<file path="src/rtl/div_operand_sequencer.sv">
// Operand sweep sequencer for the approximate/accurate divider pair.
// Issues in-domain (i, j) pairs one at a time and tallies comparator verdicts.
module div_operand_sequencer #(
    parameter int LAT    = 2,
    parameter int I_MIN  = 1,
    parameter int I_MAX  = 255,
    parameter int J_MIN  = 0,
    parameter int J_MAX  = 65535,
    parameter int J_STEP = 1
) (
    input  logic        clk,
    input  logic        rst,
    input  logic        start,
    input  logic        stop,
    output logic [7:0]  i_out,
    output logic [15:0] j_out,
    output logic        op_valid,
    input  logic [15:0] err_in,
    output logic        busy,
    output logic        done,
    output logic [15:0] pass_cnt,
    output logic [15:0] fail_cnt,
    output logic [15:0] skip_cnt,
    output logic [7:0]  first_fail_i,
    output logic [15:0] first_fail_j,
    output logic        first_fail_vld
);

    typedef enum logic [2:0] {
        S_IDLE,
        S_ISSUE,
        S_WAIT,
        S_SAMPLE,
        S_ADVANCE,
        S_DONE
    } state_t;

    state_t r_state;
    state_t w_next;

    logic [7:0]  r_i;
    logic [15:0] r_j;
    logic [3:0]  r_wcnt;
    logic [7:0]  r_iout;
    logic [15:0] r_jout;
    logic [15:0] r_pass;
    logic [15:0] r_fail;
    logic [15:0] r_skip;
    logic [7:0]  r_ffi;
    logic [15:0] r_ffj;
    logic        r_ffv;

    logic [15:0] w_prod;
    logic        w_in_dom;
    logic [16:0] w_jn;
    logic        w_jn_ok;
    logic        w_clear;
    logic        w_issue;
    logic        w_skip;
    logic        w_pass;
    logic        w_fail;
    logic        w_dec;
    logic        w_step_j;
    logic        w_step_i;
    logic        w_unused_err;

    // 255*i as (i<<8)-i: at most 65025, so 16 bits never overflow
    assign w_prod   = {r_i, 8'h00} - {8'h00, r_i};
    assign w_in_dom = (r_j >= {8'h00, r_i}) && (r_j <= w_prod);

    // Bit 16 of the sum catches the wrap past 16'hFFFF
    assign w_jn    = {1'b0, r_j} + 17'(J_STEP);
    assign w_jn_ok = (w_jn <= 17'(J_MAX));

    assign w_unused_err = ^err_in[15:1];

    always_ff @(posedge clk or posedge rst) begin
        if (rst) begin
            r_state <= S_IDLE;
        end else begin
            r_state <= w_next;
        end
    end

    always_comb begin
        w_next   = r_state;
        w_clear  = 1'b0;
        w_issue  = 1'b0;
        w_skip   = 1'b0;
        w_pass   = 1'b0;
        w_fail   = 1'b0;
        w_dec    = 1'b0;
        w_step_j = 1'b0;
        w_step_i = 1'b0;
        if (stop) begin
            w_next = S_IDLE;
        end else begin
            unique case (r_state)
                S_IDLE, S_DONE: begin
                    if (start) begin
                        w_clear = 1'b1;
                        w_next  = S_ISSUE;
                    end
                end
                S_ISSUE: begin
                    if (w_in_dom) begin
                        w_issue = 1'b1;
                        w_next  = (LAT == 1) ? S_SAMPLE : S_WAIT;
                    end else begin
                        w_skip = 1'b1;
                        w_next = S_ADVANCE;
                    end
                end
                S_WAIT: begin
                    w_dec = 1'b1;
                    if (r_wcnt <= 4'd1) begin
                        w_next = S_SAMPLE;
                    end
                end
                S_SAMPLE: begin
                    w_fail = err_in[0];
                    w_pass = ~err_in[0];
                    w_next = S_ADVANCE;
                end
                S_ADVANCE: begin
                    if (w_jn_ok) begin
                        w_step_j = 1'b1;
                        w_next   = S_ISSUE;
                    end else if (r_i == 8'(I_MAX)) begin
                        w_next = S_DONE;
                    end else begin
                        w_step_i = 1'b1;
                        w_next   = S_ISSUE;
                    end
                end
                default: w_next = S_IDLE;
            endcase
        end
    end

    always_ff @(posedge clk or posedge rst) begin
        if (rst) begin
            r_i    <= 8'(I_MIN);
            r_j    <= 16'(J_MIN);
            r_wcnt <= '0;
            r_iout <= '0;
            r_jout <= '0;
            r_pass <= '0;
            r_fail <= '0;
            r_skip <= '0;
            r_ffi  <= '0;
            r_ffj  <= '0;
            r_ffv  <= 1'b0;
        end else begin
            if (w_clear) begin
                r_i    <= 8'(I_MIN);
                r_j    <= 16'(J_MIN);
                r_pass <= '0;
                r_fail <= '0;
                r_skip <= '0;
                r_ffi  <= '0;
                r_ffj  <= '0;
                r_ffv  <= 1'b0;
            end
            if (w_issue) begin
                r_iout <= r_i;
                r_jout <= r_j;
                r_wcnt <= 4'(LAT - 1);
            end
            if (w_dec) begin
                r_wcnt <= r_wcnt - 4'd1;
            end
            if (w_skip && (r_skip != 16'hFFFF)) begin
                r_skip <= r_skip + 16'd1;
            end
            if (w_pass && (r_pass != 16'hFFFF)) begin
                r_pass <= r_pass + 16'd1;
            end
            if (w_fail && (r_fail != 16'hFFFF)) begin
                r_fail <= r_fail + 16'd1;
            end
            if (w_fail && !r_ffv) begin
                r_ffi <= r_iout;
                r_ffj <= r_jout;
                r_ffv <= 1'b1;
            end
            if (w_step_j) begin
                r_j <= w_jn[15:0];
            end
            if (w_step_i) begin
                r_i <= r_i + 8'd1;
                r_j <= 16'(J_MIN);
            end
        end
    end

    // The pair shows on the bus in the same cycle as its op_valid pulse
    assign op_valid = w_issue;
    assign i_out    = w_issue ? r_i : r_iout;
    assign j_out    = w_issue ? r_j : r_jout;

    assign busy = (r_state == S_ISSUE) || (r_state == S_WAIT) ||
                  (r_state == S_SAMPLE) || (r_state == S_ADVANCE);
    assign done = (r_state == S_DONE);

    assign pass_cnt       = r_pass;
    assign fail_cnt       = r_fail;
    assign skip_cnt       = r_skip;
    assign first_fail_i   = r_ffi;
    assign first_fail_j   = r_ffj;
    assign first_fail_vld = r_ffv;

endmodule
</file>
<file path="config.mk">
export PLATFORM = sky130hd
export DESIGN_NAME = div_operand_sequencer
export DESIGN_NICKNAME = d
export VERILOG_FILES = /design/src/rtl/div_operand_sequencer.sv
export SDC_FILE = /design/constraint.sdc
export NUM_CORES = 1
export LEC_CHECK = 0
export ABC_AREA = 1
export BUFFER_PORTS_ARGS = -buffer_cell sky130_fd_sc_hd__buf_2
export CAP_MARGIN = 20
export CORE_ASPECT_RATIO = 0.75
export CORE_MARGIN = 3
export CORE_UTILIZATION = 48
export DETAILED_ROUTE_END_ITERATION = 12
export PLACE_DENSITY_LB_ADDON = 0.05
export SYNTH_ARGS = -nofsm -noshare
export SYNTH_HDL_FRONTEND = slang
export SYNTH_SLANG_ARGS = --single-unit
</file>
<file path="constraint.sdc">
create_clock -name clk -period 4.85 [get_ports clk]
set_input_delay 0 -clock clk [delete_from_list [all_inputs] [get_ports clk]]
set_output_delay 0 -clock clk [all_outputs]
set_load 0.02 [all_outputs]
</file>
### After elaboration in Yosys (flattened, before gate mapping)

Cells that the tools add are included.

* logic and storage cells: 100
* register bits: 128
* input bits: 20
* output and inout bits: 100

* reductions and logical operators: 19
* add/subtract/negate cells: 7
* order comparisons: 4
* eq/ne operators: 11
* muxes and demuxes: 46
* bitwise gates (word level): 1

Operator list (number)
* $mux 16: 8
* $add 16x1->16 const B: 3
* $ne 16x16->1 const B: 3
* $mux 8: 5
* $mux 1: 24
* $mux 3: 6
* $add 16x1->17 const B: 1
* $le 17x16->1 const B: 1
* $ge 16x8->1: 1
* $le 16x16->1: 1
* $sub 16x8->16: 1
* $pmux 3 s5: 1
* $reduce_bool 2->1: 6
* $add 8x1->8 const B: 1
* $eq 8x8->1 const B: 1
* $mux 4: 2
* $eq 3x2->1 const B: 2
* $eq 3x3->1 const B: 2
* $ne 3x3->1 const B: 2
* $logic_and 1x1->1: 5
* $le 4x1->1 const B: 1
* $sub 4x1->4 const B: 1
* $eq 3x1->1 const B: 1
* $logic_not 3->1: 1
* other kinds (6): 8

### Depth between registers and ports, before layout

* depth in word-level cells: 8
* depth in mapped cells: 27
* depth with buffers taken out: 26

### Least setup slack after synthesis

No wires, ideal clock.

* path kind: register -> register
* start point: register r_i[0]
* end point: register r_jout[1]
* data arrival time: 3.357 ns
* data required time: 4.664 ns
* setup slack: 1.308 ns
* library setup time: 0.186 ns
* path buffers: 1
* stages on the path, launching flop included: 27
* clock period less this slack: 3.542 ns
* cells stage by stage: dfstp_2 inv_1 ha_1 nand2_1 nor2_1 nand2_1 nor2_1 inv_1 nor2_1 inv_1 nand3_1 o21ai_0 inv_1 ha_1 nand2_1 nor2_1 nand2_1 nor2_1 nand2_1 nand4_1 nand2_1 nand2_1 inv_1 nand3_1 buf_2 inv_1 o21ai_0

* longest elaborated chain between the ends: 7
* elaborated cells on any way between the ends: 8
* classes of those cells: 1 x add/sub; 2 x order compare; 4 x mux; 1 x reduce/logical

RTL lines
* start: declaration: RTL line 41 `logic [7:0] r_i;`
* start signal: assignment: RTL line 143 `r_i <= 8'(I_MIN);`
* start signal: assignment: RTL line 156 `r_i <= 8'(I_MIN);`
* start signal: assignment: RTL line 191 `r_i <= r_i + 8'd1;`
* $sub 16x8->16: RTL line 68 `assign w_prod = {r_i, 8'h00} - {8'h00, r_i};`
* $le 16x16->1: RTL line 69 `assign w_in_dom = (r_j >= {8'h00, r_i}) && (r_j <= w_prod);`
* $logic_and 1x1->1 (*): RTL line 69
* $mux 1 (*): RTL line 106 `if (w_in_dom) begin`
* $mux 1 (*): RTL line 98 `unique case (r_state)`
* $mux 1 (*): RTL line 95 `if (stop) begin`
* net op_valid: RTL line 17 `output logic op_valid,`
* $mux 16 (*)
* net j_out[1]: RTL line 16 `output logic [15:0] j_out,`
* end signal: assignment: RTL line 167 `r_jout <= r_j;`
* end: declaration: RTL line 45 `logic [15:0] r_jout;`

The timed path passes the listed nets; every way through them passes the cells marked *.
A chain may end at the register's enable or synchronous reset.

### Worst setup path after layout

* start point: register r_i[1]
* end point: output port j_out[2]

* longest elaborated chain between the ends: 7
* elaborated cells on any way between the ends: 8
* classes of those cells: 1 x add/sub; 2 x order compare; 4 x mux; 1 x reduce/logical

RTL lines (RTL line)
* $sub 16x8->16: 68
* $le 16x16->1: 69
* $logic_and 1x1->1 (*): 69
* $mux 1 (*): 106
* $mux 1 (*): 98
* $mux 1 (*): 95
* $mux 16 (*)
* end: declaration: 16

Mark *: on every way between the ends. The rest lies on a longest branch, timed or not.

==> metrics.md <==
| Metric | Value |
|---|---|
| Mapped Area | between 7000 and 8000 um2 |
| Most frequent CP cell | nand2_1 |
| Dpl hpwl | roughly 13 mm |
| Htree depth | 4 |
| # IOs | 120 |
| Worst Max-Slew Pin Slew | 0.974 ns |
| Initial Utilization | roughly half |
| Most frequent cells in the layout | nand2_1 (201), dfrtp_1 (127), nand3_1 (121) |
| Largest net degree at the start of global routing | 79 |
| Vias in the first global route | 5879 |
| Busiest grt layer | met1 |
| Post-Syn Area per Cell | 7.97 um2 |
| Diodes inserted | 0 |
| Crit path required time | 4.85 ns |
| Multiplexer share of the synthesized area | 0.560% |
| Clk slew on worst S/H paths | 0.06 ns |
| Synth area leader | dfrtp_1 |
| DRT Pass-1 Iters | 5 |
| TritonCTS clock tree | built |
| Die width | 147 um |
| Outcome | finished clean |
| Final period util | roughly 86% |
| CP endpoint kind | primary output |
| YS warnings | 0 |
| First DRT Iteration DRCs | 599 |
| Clk_lat worst skew | around 0.42 ns |
| Hold WC Path Type | in2reg |
| Synth Instances | 897 |
| Post-Synth Simple-Gate Area | between 20% and 30% |
| Port buffer count | 104 |
| Met3 Resource Use GR | about 5.5% |
| TritonCTS Buffers | 17 |
| Critical Path AT | 4.16 ns |
| Post-synthesis xor/xnor area fraction | ~4.4% |
| Slew headroom | 34.9% |
| Placed cell count | between 1000 and 1500 |
| Area delta synth->final | 17.8% |
| GP Congestion | between 0.9 and 1 |
| Area contributors post-synth | dfrtp_1 (44%), nand2_1 (11%), nand3_1 (8.5%), ha_1 (5.6%), o21ai_0 (4.9%) |
| Setup TNS | 0 ns |
| Nets | 1048 |
| Max stage delay on crit path | 0.43 ns |
| Ys flop type | dfrtp_1 |
| Multi-input gate area | around 3500 um2 |
| Netlist cell types | 38 |
| FILL cells | 1313 |
| CP Max Fanout | 16 |
| Final Max Tran Viols | 0 |
| Clock Tree Root | clkbuf_16 |
| EDFF count, synth | 0 |
| Vias | 6425 |
| Power, Total | around 3200 uW |
| Adder-cell share of the synthesized area | 5.60% |
| Max VDD drop | approximately 0.00022 V |
| Post-synthesis sequential area ratio | 44.8% |
| Power per Cell Area | between 300 and 400 nW/um2 |
| Initial antenna violation count | 0 |
| Routed WL per cell | approximately 15 um |
| Global route overflow | 0 |
| Die footprint | 16400 um2 |
| Grt met2 use | 32.2% |
| Slowest CP cell | dfrtp_1 |
| Post-layout min period | 4.16 ns |
| Yosys top cell area share | 44.5% |
| Synth Area in Compound Gates | a little under 9% |
| CTS sink cnt | 128 |
| Syn nets | approximately 950 |
| Ys async rst share | 100% |
| Clock skew | approximately 0.010 ns |
| Total Routing Usage GR | 23.3% |
| Setup violations, final | 0 |
| Largest family of logic cells by synthesized area | simple AND/OR/NAND/NOR gates |
| Startpoint types | flip-flop |
| Die height | around 110 um |
| Pleak | 0.00424 uW |
| Final hold violations | 0 |
| Final hold slack | between 0.04 and 0.05 ns |
| Fmax | approximately 0.24 GHz |
| Reg area | 3200 um2 |
| First-pass GRT wire length | roughly 31 mm |
| # Max-Cap Violations | 0 |
| Share of layout cells above drive strength 1 | between 10% and 20% |
| RSZ-0062 raised after global routing | false |
| Met1 usage | 36.8% |
| Detail Route Antenna Nets | 0 |
| Routed Wire Length | 18.6 mm |
| Synth Register Bits | 128 |
| Deepest clock path buffer count | 2 |
| Resize count post-CTS | 0 |
| # DRC | 0 |
| Commonest non-fill, non-tap cell in the layout | nand2_1 |
| Critical setup path kind | reg2out |
| Core Rows | 37 |
| Non-Filler Instances | 1203 |
| Vias/cell | 5.34 |
| Core ar. | about 14000 um2 |
report_power, final:
group          switching [uW]  internal [uW]  leakage (uW)  total (uW)
Sequential               73.9           1140       0.00177        1210
Clock                     490            769      0.000276        1260
Combinational             547            220       0.00219         767
Total                    1110           2130       0.00424        3240
worst paths after layout:
path / slack (ns) / from / cells past startpoint / to
min in group asynchronous: 0.14 / rst / 3 / fail_cnt[8]
worst max register to register: 1.16 / r_i[1] / 24 / skip_cnt[11]
worst min register to register: 0.49 / first_fail_j[5] / 2 / first_fail_j[5]
worst min-delay path: 0.04 / stop / 4 / pass_cnt[12]
worst max-delay path: 0.69 / r_i[1] / 27 / j_out[2]
max in group asynchronous: 3.41 / rst / 5 / first_fail_j[15]
cell usage after synthesis, types with 3 or more instances:
| master | number |
|---|---|
| inv_1 | 82 |
| o21a_1 | 4 |
| o21ai_1 | 6 |
| buf_4 | 5 |
| nand2_1 | 202 |
| dfrtp_1 | 127 |
| o21ai_0 | 70 |
| xnor2_1 | 4 |
| o22ai_1 | 8 |
| or2_2 | 4 |
| nor3_1 | 15 |
| buf_2 | 4 |
| nand3_1 | 121 |
| nand2_2 | 6 |
| ha_1 | 32 |
| nand4_1 | 31 |
| nor4_1 | 3 |
| nor2_1 | 67 |
| nor2_2 | 3 |
| xor2_1 | 32 |
| nand3_2 | 4 |
| a21oi_1 | 24 |
| mux2i_1 | 4 |
| clkbuf_1 | 18 |
critical path, delay by kind of cell, from the launching register on:
kind / cells / cell delay (ns)
AOI/OAI and AO/OA: 2 / 0.33
adders and majority gates: 2 / 0.39
buffers and inverters: 8 / 1.02
DFF: 1 / 0.43
and+or+nand+nor: 15 / 1.59
flip-flops by register name (all words and copies together), names as in the netlist, 8 cells and up:
signal,flops
r_iout,8
r_jout,16
r_i,8
pass_cnt,16
fail_cnt,16
r_j,16
first_fail_j,16
skip_cnt,16
first_fail_i,8
cell type report:
class,instances,area share (%)
Tap cell,195,2.90
Clock inverter,12,1.58
Sequential cell,128,38.1
Timing Repair Buffer,112,7.22
Inverter,86,3.86
Clock buffer,19,5.26
Multi-Input combinational cell,651,41.1
layer usage:
metal | routed length, um | up-vias
li1 | - | 3202
met4 | 192 | 0
met3 | 1280 | 13
met5 | 0 | -
met1 | 9510 | 3006
met2 | 7590 | 204
stage by stage:
stage	setup slack, ns	util [%]	area, um2
after detailed placement	1.19	55.1	7790
final	0.689	59.6	8420
after global routing	0.234	59.6	8420
after global placement	1.23	55.1	7790
after floorplan	1.31	-	7150
after CTS	0.701	59.4	8390
logic make-up (layout without fill, tap and decap cells):
family / Yosys count / after routing
simple gates: 460 / 460
flops: 128 / 128
xor+xnor: 36 / 36
buf+inv: 118 / 229
compound gates: 119 / 119
fa+ha+maj: 32 / 32
mux: 4 / 4
what timing repair did:
item,4_1_cts,5_1_grt
hold buffers,3,0
endpoints found under the setup margin,0,0
hold endpoints to repair,79,0
buffers inserted,0,0
Note: power is estimated with default switching activity, not from simulation.
